`src/rtl/fetch_queue_pkg.sv`:
```
// Shared definitions for the fetch-to-decode queue: bus widths and the bubble instruction.
package fetch_queue_pkg;

    localparam int XLEN_DEFAULT = 32;   // InstAddrBus width
    localparam int ILEN_DEFAULT = 32;   // InstBus width

    // addi x0, x0, 0: what decode sees whenever there is nothing to issue
    localparam logic [31:0] FLUSH_INST = 32'h0000_0013;

endpackage

```
`src/rtl/fetch_queue_mem.sv`:
```
// Entry storage for fetch_queue: one write port, asynchronous read, contents never reset.
module fetch_queue_mem #(
    parameter int WIDTH = 128,
    parameter int DEPTH = 4,
    parameter int AW    = $clog2(DEPTH)
) (
    input  logic             clk,
    input  logic             we,
    input  logic [AW-1:0]    waddr,
    input  logic [WIDTH-1:0] wdata,
    input  logic [AW-1:0]    raddr,
    output logic [WIDTH-1:0] rdata
);

    logic [WIDTH-1:0] mem [DEPTH];

    always_ff @(posedge clk) begin
        if (we) begin
            mem[waddr] <= wdata;
        end
    end

    assign rdata = mem[raddr];

endmodule

```
`src/rtl/fetch_queue.sv`:
```
// DEPTH-entry fetch-to-decode FIFO with single-cycle flush and bubble output when empty.
// Optional same-cycle empty-queue bypass is enabled by defining FETCH_QUEUE_BYPASS_EN.
module fetch_queue
    import fetch_queue_pkg::*;
#(
    parameter int XLEN  = XLEN_DEFAULT,
    parameter int ILEN  = ILEN_DEFAULT,
    parameter int DEPTH = 4
) (
    input  logic                       clk,
    input  logic                       rst,
    input  logic                       rdy,
    input  logic                       flush,
    input  logic                       in_valid,
    output logic                       in_ready,
    input  logic [XLEN-1:0]            in_pc,
    input  logic [XLEN-1:0]            in_npc,
    input  logic [XLEN-1:0]            in_pred,
    input  logic [ILEN-1:0]            in_inst,
    output logic                       out_valid,
    input  logic                       out_ready,
    output logic [XLEN-1:0]            out_pc,
    output logic [XLEN-1:0]            out_npc,
    output logic [XLEN-1:0]            out_pred,
    output logic [ILEN-1:0]            out_inst,
    output logic [$clog2(DEPTH+1)-1:0] count
);

    localparam int PTR_W   = $clog2(DEPTH);
    localparam int CNT_W   = $clog2(DEPTH+1);
    localparam int ENTRY_W = 3*XLEN + ILEN;

    logic [PTR_W-1:0]   wp, rp;
    logic [CNT_W-1:0]   count_q;
    logic [ENTRY_W-1:0] wdata, rdata, head;
    logic               empty, full, push, pop, bypass;

    assign empty = (count_q == '0);
    assign full  = (count_q == CNT_W'(DEPTH));
    assign wdata = {in_pc, in_npc, in_pred, in_inst};

`ifdef FETCH_QUEUE_BYPASS_EN
    assign bypass = empty && in_valid && !flush;
`else
    assign bypass = 1'b0;
`endif

    // Handshake: a side transfers on an rdy edge where its valid and ready are both high and
    // flush is low; valid never depends on ready, and in_ready comes from count alone.
    assign in_ready  = !full;
    assign out_valid = !empty || bypass;

    // A bypassed entry that decode takes in the same cycle never touches storage.
    assign pop  = rdy && !flush && !empty && out_ready;
    assign push = rdy && !flush && in_valid && !full && !(bypass && out_ready);

    assign head = bypass ? wdata : rdata;
    assign {out_pc, out_npc, out_pred, out_inst} =
        out_valid ? head : {{(3*XLEN){1'b0}}, ILEN'(FLUSH_INST)};
    assign count = count_q;

    always_ff @(posedge clk) begin
        if (rst) begin
            wp      <= '0;
            rp      <= '0;
            count_q <= '0;
        end else if (rdy && flush) begin
            wp      <= '0;
            rp      <= '0;
            count_q <= '0;
        end else begin
            if (push) begin
                wp <= wp + PTR_W'(1);
            end
            if (pop) begin
                rp <= rp + PTR_W'(1);
            end
            if (push && !pop) begin
                count_q <= count_q + CNT_W'(1);
            end else if (pop && !push) begin
                count_q <= count_q - CNT_W'(1);
            end
        end
    end

    fetch_queue_mem #(
        .WIDTH (ENTRY_W),
        .DEPTH (DEPTH),
        .AW    (PTR_W)
    ) u_mem (
        .clk   (clk),
        .we    (push),
        .waddr (wp),
        .wdata (wdata),
        .raddr (rp),
        .rdata (rdata)
    );

endmodule

```
`config.mk`:
```
export PLATFORM = sky130hd
export DESIGN_NAME = fetch_queue
export DESIGN_NICKNAME = d
export VERILOG_FILES = /design/src/rtl/fetch_queue_pkg.sv /design/src/rtl/fetch_queue_mem.sv /design/src/rtl/fetch_queue.sv
export SDC_FILE = /design/constraint.sdc
export NUM_CORES = 1
export LEC_CHECK = 0
export CAP_MARGIN = 20
export CORE_UTILIZATION = 57
export CTS_BUF_LIST = sky130_fd_sc_hd__clkbuf_4 sky130_fd_sc_hd__clkbuf_8
export DETAILED_ROUTE_END_ITERATION = 6
export PLACE_DENSITY = 0.83
export SETUP_SLACK_MARGIN = 0.15
export SYNTH_ARGS = -nofsm -noshare
export SYNTH_HDL_FRONTEND = slang
export SYNTH_SLANG_ARGS = --single-unit
```
`constraint.sdc`:
```
create_clock -name clk -period 6 [get_ports clk]
set_clock_uncertainty 0.1 [all_clocks]
set_input_delay 1.8 -clock clk [delete_from_list [all_inputs] [get_ports clk]]
set_output_delay 1.8 -clock clk [all_outputs]
set_load 0.05 [all_outputs]
```
==> results.txt, run 1 <==
# nets final = 1328
H-tree levels = 3
Fillers = 2048
Max Clk Rate = 192 MHz
Crit path DAT = 3.31 ns
Hold Crit Depth = 2
Status = completed
First-pass DRT Iterations = 4
Clock Pin Slew Worst Setup and Hold Paths = 0.06 ns
Fraction of layout cells with a size suffix above 1 = 0.217
Fraction of registers with async set/reset = 0
Register area = 15600 µm²
Final Max Tran Viols = 0
EDFF count, synth = 512
Hold_buf cts = 0
Peak VDD IR = 0.000227 V
Drt via density = 5.62
Hold Path Origin = rp[1]
WL/cell = 22.7 µm
Rel. slew slack = 0.429
Final min period = 5.21 ns
Period utilization = 0.868
CTS Root Cell = clkbuf_8
Sequential-to-total area share from yosys stat = 0.781
Reg2Reg Setup Slack = 3.31 ns
RSZ-0062 raised after global routing = no
Least-Margin Pin Slew = 0.856 ns
Multi-input logic area = 4010 µm²
Top cell type's share of synthesized area = 0.772
Drt drc = 0
MaxCap Viol Count = 0
Final hold violation count = 0
Total core area = 34500 µm²
GP Congestion = 0.711
Die area = 35700 µm²
Dominant cell type by area after synthesis = edfxtp_1
PD cells = 303 nW/µm²
Final ANT Viol Nets = 0
Number of post-CTS setup repair buffers = 0
Initial Util = 0.578
Synth-to-layout area growth = 23.1%
Maximum buffer depth of the clock tree = 3
Hold crit path type = register to register
Syn nets = 1003
Synth warn = 0
Setup violators final = 0
DP HPWL = 22900 µm
GRT overflow = 0
Critical Path RT = 4.10 ns
Clk_lat worst skew = 0.59 ns
Finished Core Util = 0.712
DR iter-0 viols = 715
Mean post-synth cell area = 23.1 µm²
Crit Reg-Reg Endpoint = count[2]
Static leakage = 7.72 nW
Number of buffers created by CTS = 79
Io pins = 267
GRT Util Overall = 0.222
Cell variety after synth = 30
First-pass GRT wire length = 58900 µm
Clock sink count = 521
CTS tree = yes
Vias in the first global route = 10400
RR Startpoint = count[1]
Post-CTS sizing = 0
Largest net degree at the start of global routing = 75
Vias = 9553
Antenna violations before repair = 3
Row count = 68
Synth area leaders = edfxtp_1, mux4_2, and2_1
CP Class = register to primary output
# port buffers = 266
Reg2reg path depth = 10
Synth Flop Type = edfxtp_1
Top fanout value on the critical path = 29
Mapped Cells = 863
Die Y = 189 µm
Worst Setup Start Kind = register
Chip width = 189 µm
Setup_tns = 0 ns
Critical Path End Type = primary output
Mapped Area = 19900 µm²
Final WL = 38700 µm
Synth Register Bits = 521
[flip-flops by register name (all words and copies together), names as in the netlist, named ones only]
register   count
rp             2
u_mem.mem    512
count          3
wp             2
[layout make-up]
type,instances,area share
Antenna cell,3,0.000306
Clock buffer,113,0.0555
Clock inverter,23,0.00362
Inverter,5,0.000816
Multi-Input combinational cell,296,0.163
Sequential cell,521,0.635
Tap cell,455,0.0232
Timing Repair Buffer,285,0.118
[synthesized netlist by cell type, drive strengths merged, types with 2 or more instances]
library cell / number
nor2: 3
buf: 27
and2: 125
and3: 4
nand3b: 2
dfxtp: 9
ha: 5
mux4: 128
o21ai: 4
edfxtp: 512
xor2: 2
or2: 3
clkbuf: 14
a21oi: 6
inv: 5
or3: 3
[placed cells by master (no fill, tap or decap)]
cell,netlist,routed
a21o_1,1,1
a21oi_1,6,6
and2_1,125,125
and3_4,0,4
and3b_1,1,1
buf_12,10,8
buf_4,0,11
clkbuf_4,0,31
clkbuf_8,0,82
clkdlybuf4s50_1,0,266
clkinv_1,0,21
clkinv_2,0,3
dfxtp_1,9,7
dfxtp_4,0,2
diode_2,0,3
edfxtp_1,512,512
fa_1,1,1
ha_1,5,5
inv_1,4,4
mux2i_1,1,1
mux4_2,128,128
nand2b_1,1,1
nand3_1,1,1
nand3b_1,2,2
nand4_1,1,1
nand4b_1,1,1
nor2_1,3,3
nor3_4,1,1
nor3b_1,1,1
o21ai_0,4,4
o31ai_1,1,1
or2_1,3,3
or3_1,3,3
xor2_1,2,2
[metrics by stage]
stage                     power (mW)  instance area (µm²)  instances  setup slack [ns]  hold slack (ns)
final                           7.44                24500       1701             0.791            0.391
after detailed placement        4.85                23100       1562              1.33            0.378
after floorplan                 4.54                19900        863             0.311            0.359
after CTS                       7.51                24500       1698             0.669            0.393
after global placement          4.83                23100       1562              1.37            0.360
after global routing            7.69                24500       1698             0.567            0.456
[kinds of logic after synthesis]
logic type,Yosys count,share of synthesized area
flops,521,0.781
simple gates,147,0.0467
mux,129,0.145
buf+inv,46,0.0192
compound gates,12,0.00327
fa+ha+maj,6,0.00414
xor+xnor,2,0.000879
[worst max path at each step]
stage / cells after the start / endpoint / slack (ns) / startpoint
after floorplan: 2 / u_mem.mem[0][0] / 0.31 / flush
after global placement: 4 / out_pc[28] / 1.37 / register
after detailed placement: 4 / out_pc[15] / 1.33 / register
after CTS: 4 / out_pc[31] / 0.67 / register
after global routing: 4 / out_pc[15] / 0.57 / register
final: 4 / out_pc[31] / 0.79 / register
[power by group]
part	internal (mW)	switching [mW]
clock	1.45	1.23
combinational	0.276	0.442
sequential	4.04	0.0130
total	5.76	1.68
[metal layers]
metal | global-route usage | vias up | wire length [µm]
li1 | - | 4209 | -
met1 | 0.291 | 4906 | 15600
met2 | 0.361 | 391 | 19200
met3 | 0.0665 | 47 | 3260
met4 | 0.0720 | 0 | 631
met5 | 0 | - | 0
[worst max-delay path, stage by stage (launching register included)]
cell             delay (ns)
dfxtp_4                0.75
buf_4                  0.49
mux4_2                 0.57
and2_1                 0.20
clkdlybuf4s50_1        0.70
No activity file was read; power rests on OpenSTA's default activity.
==> inputs of run 2 (changes only) <==
--- a/config.mk
+++ b/config.mk
@@ -7,7 +7,7 @@
 export LEC_CHECK = 0
 export CAP_MARGIN = 20
 export CORE_UTILIZATION = 57
-export CTS_BUF_LIST = sky130_fd_sc_hd__clkbuf_4 sky130_fd_sc_hd__clkbuf_8
+export CTS_BUF_LIST = sky130_fd_sc_hd__clkbuf_8
 export DETAILED_ROUTE_END_ITERATION = 6
 export PLACE_DENSITY = 0.83
 export SETUP_SLACK_MARGIN = 0.15
==> run 2 against run 1 <==
Net effect: register-to-register slack is essentially flat; count of clock-buffer cells in the layout shrank 31; hold slack is essentially flat; fmax is essentially flat; die area is the same; sequential share of layout area grew 0.30 points; first-iteration DRC count shrank 0.84%; cell area shrank 0.47%; worst setup slack lost 0.0031 ns; power shrank 2.6%; via count grew 0.50%.
==> results.txt, run 2 (synthesis gave the netlist of run 1 again) <==
Clk_lat worst skew = 0.59 ns (about the same)
Vias = 9601 (was 9553)
Worst path buffer plus inverter count = 2 (unchanged)
Final min period = 5.21 ns (about the same)
Final WL = 38700 µm (about the same)
CTS Root Cell = clkbuf_8 (unchanged)
# port buffers = 266 (unchanged)
# nets final = 1328 (unchanged)
Drt via density = 5.64 (was 5.62)
Clock Power Share = 0.342 (was 0.359)
Clock Pin Slew Worst Setup and Hold Paths = 0.06 ns (about the same)
Drt drc = 0 (unchanged)
Status = completed (unchanged)
Peak VDD IR = 0.000224 V (was 0.000227 V)
H-tree levels = 3 (unchanged)
Largest register by flop count = u_mem.mem (unchanged)
Chip width = 189 µm (unchanged)
Slowest CP cell = dfxtp_4 (unchanged)
Hold crit path type = register to register (unchanged)
Combinational share of power = 0.099 (was 0.097)
P_int = 5.56 mW (was 5.76 mW)
Number of post-CTS setup repair buffers = 0 (unchanged)
Die area = 35700 µm² (unchanged)
Final hold violation count = 0 (unchanged)
Io pins = 267 (unchanged)
Worst Setup Start Kind = register (unchanged)
Final ANT Viol Nets = 0 (unchanged)
Setup_tns = 0 ns (unchanged)
Sw Pwr = 1.68 mW (about the same)
Slowest Stage Delay on Critical Path = 0.75 ns (about the same)
Number of buffers created by CTS = 79 (unchanged)
MaxCap Viol Count = 0 (unchanged)
DP Area = 23100 µm² (unchanged)
First-pass GRT wire length = 58800 µm (was 58900 µm)
Fraction of layout cells with a size suffix above 1 = 0.192 (was 0.217)
RSZ-0062 raised after global routing = no (unchanged)
Commonest cells after routing, fill and taps aside = edfxtp_1, clkdlybuf4s50_1, mux4_2 (unchanged)
Final Max Tran Viols = 0 (unchanged)
GRT Util Overall = 0.222 (about the same)
Reg power frac = 0.559 (was 0.544)
Clock sink count = 521 (unchanged)
Period utilization = 0.869 (was 0.868)
Initial Util = 0.578 (unchanged)
DR iter-0 viols = 709 (was 715)
CTS tree = yes (unchanged)
Vias in the first global route = 10400 (about the same)
Critical Path RT = 4.10 ns (about the same)
Largest register FFs = 512 (unchanged)
M2 GR Usage = 0.361 (about the same)
Hold_buf cts = 0 (unchanged)
Most common cell after layout, fill and taps aside = edfxtp_1 (unchanged)
GP Congestion = 0.711 (unchanged)
Rel. slew slack = 0.421 (was 0.429)
Worst path cell trace = buf_4 -> mux4_2 -> and2_1 -> clkdlybuf4s50_1 (unchanged)
GRT overflow = 0 (unchanged)
Gr busiest metal = met2 (unchanged)
Die Y = 189 µm (unchanged)
GRT met3 Usage = 0.0671 (was 0.0665)
Post-CTS sizing = 0 (unchanged)
Antenna violations before repair = 3 (unchanged)
Crit path DAT = 3.31 ns (about the same)
Sw Share = 0.232 (was 0.226)
Static leakage = 7.74 nW (was 7.72 nW)
CP Class = register to primary output (unchanged)
Maximum buffer depth of the clock tree = 3 (unchanged)
PD cells = 297 nW/µm² (was 303 nW/µm²)
Critical path's top delay family = buffers and inverters (unchanged)
Largest net degree at the start of global routing = 75 (unchanged)
Met1 Usage GRT = 0.290 (was 0.291)
Row count = 68 (unchanged)
Total core area = 34500 µm² (unchanged)
Top fanout value on the critical path = 29 (unchanged)
Max Clk Rate = 192 MHz (about the same)
Critical Path End Type = primary output (unchanged)
Setup violators final = 0 (unchanged)
DP HPWL = 22900 µm (unchanged)
First-pass DRT Iterations = 5 (was 4)
Final Instance Area = 24400 µm² (was 24500 µm²)
WL/cell = 22.7 µm (about the same)
Least-Margin Pin Slew = 0.868 ns (was 0.856 ns)
Synth-to-layout area growth = 22.5% (was 23.1%)
run 2: changes by cell type in the layout (fill, tap and decap cells not counted), sizes merged:
cell    change
inv        +31
clkbuf     -31
run 2: worst paths after layout:
kind	slack (ns)	endpoint	cells after the start	startpoint
worst max-delay path	0.79	out_pc[31]	4	register
worst min-delay path	0.39	register	2	rp[1]
worst max register to register	3.31	count[2]	10	count[1]
worst min register to register	0.39	register	2	rp[1]
run 2: routing by layer:
layer / vias up / share of wire / wire length, µm
li1: 4211 / - / -
met1: 4922 / 0.40 / 15400
met2: 418 / 0.50 / 19200
met3: 50 / 0.089 / 3450
met4: 0 / 0.017 / 644
met5: - / 0 / 0
run 2: area by class of cell:
class	instances	area [µm²]
antenna	3	7.51
clock buffer	82	1130
clock inverter	54	205
fill	2064	10100
inverter	5	20.0
multi-input combinational	296	4010
sequential	521	15600
tap	455	569
timing repair buffer	285	2910
run 2: worst reg2reg max path, delay by kind of cell, from the launching register on:
| family | cells | cell delay [ns] |
|---|---|---|
| and+or+nand+nor | 3 | 0.83 |
| AOI/OAI and AO/OA | 1 | 0.13 |
| adders and majority gates | 2 | 0.56 |
| DFF | 1 | 0.39 |
| xor gates and xnor gates | 1 | 0.18 |
| buffers and inverters | 3 | 0.44 |
run 2: through the flow:
step	utilization	hold slack (ns)	std cells	setup WS [ns]	power (mW)
floorplan	-	0.359	863	0.311	4.54
global placement	0.669	0.360	1562	1.37	4.83
detailed placement	0.669	0.378	1562	1.33	4.85
CTS	0.708	0.393	1698	0.669	7.31
global route	0.708	0.456	1698	0.567	7.50
finish	0.708	0.391	1701	0.788	7.24
run 2: power groups by stage:
stage	registers, mW	clock network, mW	logic, mW
after floorplan	4.13	0	0.406
after global routing	4.05	2.70	0.752
after CTS	4.05	2.54	0.724
final	4.05	2.48	0.719
after detailed placement	4.12	0	0.721
after global placement	4.12	0	0.709
==> inputs of run 3 (changes only) <==
--- a/config.mk
+++ b/config.mk
@@ -13,4 +13,5 @@
 export SETUP_SLACK_MARGIN = 0.15
 export SYNTH_ARGS = -nofsm -noshare
 export SYNTH_HDL_FRONTEND = slang
+export SYNTH_HIERARCHICAL = 1
 export SYNTH_SLANG_ARGS = --single-unit
==> run 3 against run 2 <==
Net effect: combinational power rose by 1%; clock power is 4% higher; cell area stayed put; power rose by 1.4%; global-route usage about the same; sequential share of layout area down 0.16 points; sequential cell count decreased by 2; via count fell by 0.95%; routed wire length shrank 0.14%; critical endpoint is now out_inst[6]; largest cell class unchanged.
==> results.txt, run 3 <==
Status = completed (unchanged)
First-pass DRT Iterations = 5 (unchanged)
Max Clk Rate = 193 MHz (was 192 MHz)
Crit path DAT = 3.27 ns (was 3.31 ns)
Multi-input logic area = 3980 µm² (was 4010 µm²)
Worst Setup Start Kind = register (unchanged)
CTS Root Cell = clkbuf_8 (unchanged)
Final std cells w/o fill = 1692 (was 1701)
# port buffers = 266 (unchanged)
GP Congestion = 0.728 (was 0.711)
Final hold violation count = 0 (unchanged)
Dominant cell type by area after synthesis = edfxtp_1 (unchanged)
Crit Reg-Reg Endpoint = count[2] (unchanged)
Final WL = 38600 µm (was 38700 µm)
Reg2Reg Setup Slack = 3.20 ns (was 3.31 ns)
Number of buffers created by CTS = 81 (was 79)
Critical Path RT = 4.10 ns (about the same)
Reg2reg path depth = 9 (was 10)
Clock Pin Slew Worst Setup and Hold Paths = 0.06 ns (about the same)
Initial Util = 0.578 (about the same)
GRT overflow = 0 (unchanged)
Worst path cell trace = buf_4 -> mux4_2 -> and2_1 -> clkdlybuf4s50_1 (unchanged)
Synth-to-layout area growth = 22.6% (was 22.5%)
DR iter-0 viols = 677 (was 709)
Hold crit path type = register to register (unchanged)
RR Startpoint = count[0] (was count[1])
Largest net degree at the start of global routing = 69 (was 75)
Chip width = 189 µm (about the same)
Fraction of registers with async set/reset = 0 (unchanged)
Final Max Tran Viols = 0 (unchanged)
Drt drc = 0 (unchanged)
Clock sink count = 519 (was 521)
Mean post-synth cell area = 23.3 µm² (was 23.1 µm²)
Cell variety after synth = 28 (was 30)
Post-CTS sizing = 0 (unchanged)
DP Cell Count = 1550 (was 1562)
EDFF count, synth = 512 (unchanged)
Static leakage = 7.76 nW (was 7.74 nW)
Drt via density = 5.62 (was 5.64)
Final ANT Viol Nets = 0 (unchanged)
CTS tree = yes (unchanged)
Count leader, synth = edfxtp_1 (unchanged)
Largest register by flop count = u_mem/mem (was u_mem.mem)
Slowest Stage Delay on Critical Path = 0.76 ns (was 0.75 ns)
Maximum buffer depth of the clock tree = 3 (unchanged)
H-tree levels = 3 (unchanged)
PD cells = 301 nW/µm² (was 297 nW/µm²)
Hold Path Origin = count[2] (was rp[1])
Hold_buf cts = 0 (unchanged)
Least-Margin Pin Slew = 0.949 ns (was 0.868 ns)
Period utilization = 0.862 (was 0.869)
Hold Path End = count[2]
Mapped Cells = 853 (was 863)
Antenna violations before repair = 2 (was 3)
Register area = 15500 µm² (was 15600 µm²)
Rel. slew slack = 0.367 (was 0.421)
Clk_lat worst skew = 0.60 ns (was 0.59 ns)
MaxCap Viol Count = 0 (unchanged)
Peak VDD IR = 0.000202 V (was 0.000224 V)
Top fanout value on the critical path = 31 (was 29)
Die area = 35700 µm² (about the same)
Largest register FFs = 512 (unchanged)
Synth warn = 6 (was 0)
Commonest cells after routing, fill and taps aside = edfxtp_1, clkdlybuf4s50_1, mux4_2 (unchanged)
RSZ-0062 raised after global routing = no (unchanged)
Critical Path End Type = primary output (unchanged)
Finished Core Util = 0.708 (unchanged)
Syn nets = 989 (was 1003)
Setup violators final = 0 (unchanged)
Setup_tns = 0 ns (unchanged)
GRT Util Overall = 0.222 (about the same)
First-pass GRT wire length = 58500 µm (was 58800 µm)
Row count = 68 (unchanged)
Most common cell after layout, fill and taps aside = edfxtp_1 (unchanged)
Synth area leaders = edfxtp_1, mux4_2, and2_1 (unchanged)
Mapped Area = 19900 µm² (about the same)
Fillers = 2050 (was 2064)
# nets final = 1314 (was 1328)
Io pins = 267 (unchanged)
Total core area = 34500 µm² (unchanged)
Number of post-CTS setup repair buffers = 0 (unchanged)
Post-synth top cells = edfxtp_1, mux4_2, and2_1, buf_6, buf_2 (was edfxtp_1, mux4_2, and2_1, clkbuf_1, buf_2)
Final min period = 5.17 ns (was 5.21 ns)
Synth Flop Type = edfxtp_1 (unchanged)
Vias = 9510 (was 9601)
Fraction of layout cells with a size suffix above 1 = 0.200 (was 0.192)
DP HPWL = 22800 µm (was 22900 µm)
Hold Crit Depth = 2 (unchanged)
Die Y = 189 µm (about the same)
CP Class = register to primary output (unchanged)
Vias in the first global route = 10200 (was 10400)
Slowest CP cell = dfxtp_4 (unchanged)
WL/cell = 22.8 µm (was 22.7 µm)
Synth Register Bits = 519 (was 521)
Sequential-to-total area share from yosys stat = 0.780 (was 0.781)
Top cell type's share of synthesized area = 0.773 (was 0.772)
CP startpoint = rp[0]
-- run 3: changes by cell type after synthesis, moves of 4 or more --
cell      previous run  this run
buf_6                4        14
clkbuf_1            14         5
nand2b_1             1         7
a21oi_1              6         2
ha_1                 5         1
mux2i_1              1         5
nand2_1              0         4
-- run 3: cells by family (layout without fill, tap and decap cells) --
logic type | Yosys count | after routing | synth area share
buffers and inverters | 43 | 426 | 0.0224
DFF | 519 | 519 | 0.780
other | 0 | 1 | 0
muxes | 133 | 133 | 0.147
adders and majority gates | 2 | 2 | 0.00163
AOI/OAI and AO/OA | 4 | 4 | 0.00113
xor gates and xnor gates | 2 | 2 | 0.000880
and+or+nand+nor | 150 | 150 | 0.0470
-- run 3: worst max-delay path by stage --
stage / end / slack, ns / depth (start not counted)
6_report: out_inst[6] / 0.83 / 4
5_1_grt: out_inst[6] / 0.64 / 4
4_1_cts: out_inst[6] / 0.75 / 4
3_5_place_dp: out_npc[22] / 1.44 / 4
3_3_place_gp: out_inst[6] / 1.42 / 4
2_1_floorplan: u_mem/mem[0][0] / 0.04 / 3
-- run 3: report_power, final --
group	switching, mW	total [mW]	leakage (nW)	internal [mW]
clock	1.27	2.58	0.835	1.31
combinational	0.445	0.726	2.24	0.281
sequential	0.0123	4.04	4.68	4.02
total	1.73	7.34	7.76	5.62
-- run 3: layer usage --
layer | wire [µm] | global-route usage
met5 | 15 | 0
met3 | 3640 | 0.0684
met1 | 15800 | 0.305
met2 | 18400 | 0.341
met4 | 762 | 0.0791
-- run 3: cell type report --
class / instances / area share
diodes: 1 / 0.000103
clock buffers: 82 / 0.0462
clock inverters: 59 / 0.0114
inverters: 1 / 0.000154
multi-input cells: 291 / 0.163
flip-flops and latches: 519 / 0.636
well taps: 455 / 0.0233
repair buffers: 284 / 0.120
-- run 3: through the flow --
| stage | area, µm² | setup WS [ns] | power, mW | hold WS [ns] |
|---|---|---|---|---|
| floorplan | 19900 | 0.0354 | 4.54 | 0.354 |
| detailed placement | 23000 | 1.44 | 4.84 | 0.407 |
| CTS | 24400 | 0.747 | 7.42 | 0.422 |
| global placement | 23000 | 1.42 | 4.83 | 0.400 |
| finish | 24400 | 0.829 | 7.34 | 0.418 |
| global route | 24400 | 0.644 | 7.61 | 0.469 |
-- run 3: worst max-delay path: cells and delay by family, from the launching register on --
kind,cells,cell delay [ns]
buffers and inverters,2,1.15
flip-flops,1,0.76
multiplexers,1,0.54
AND/OR/NAND/NOR,1,0.18
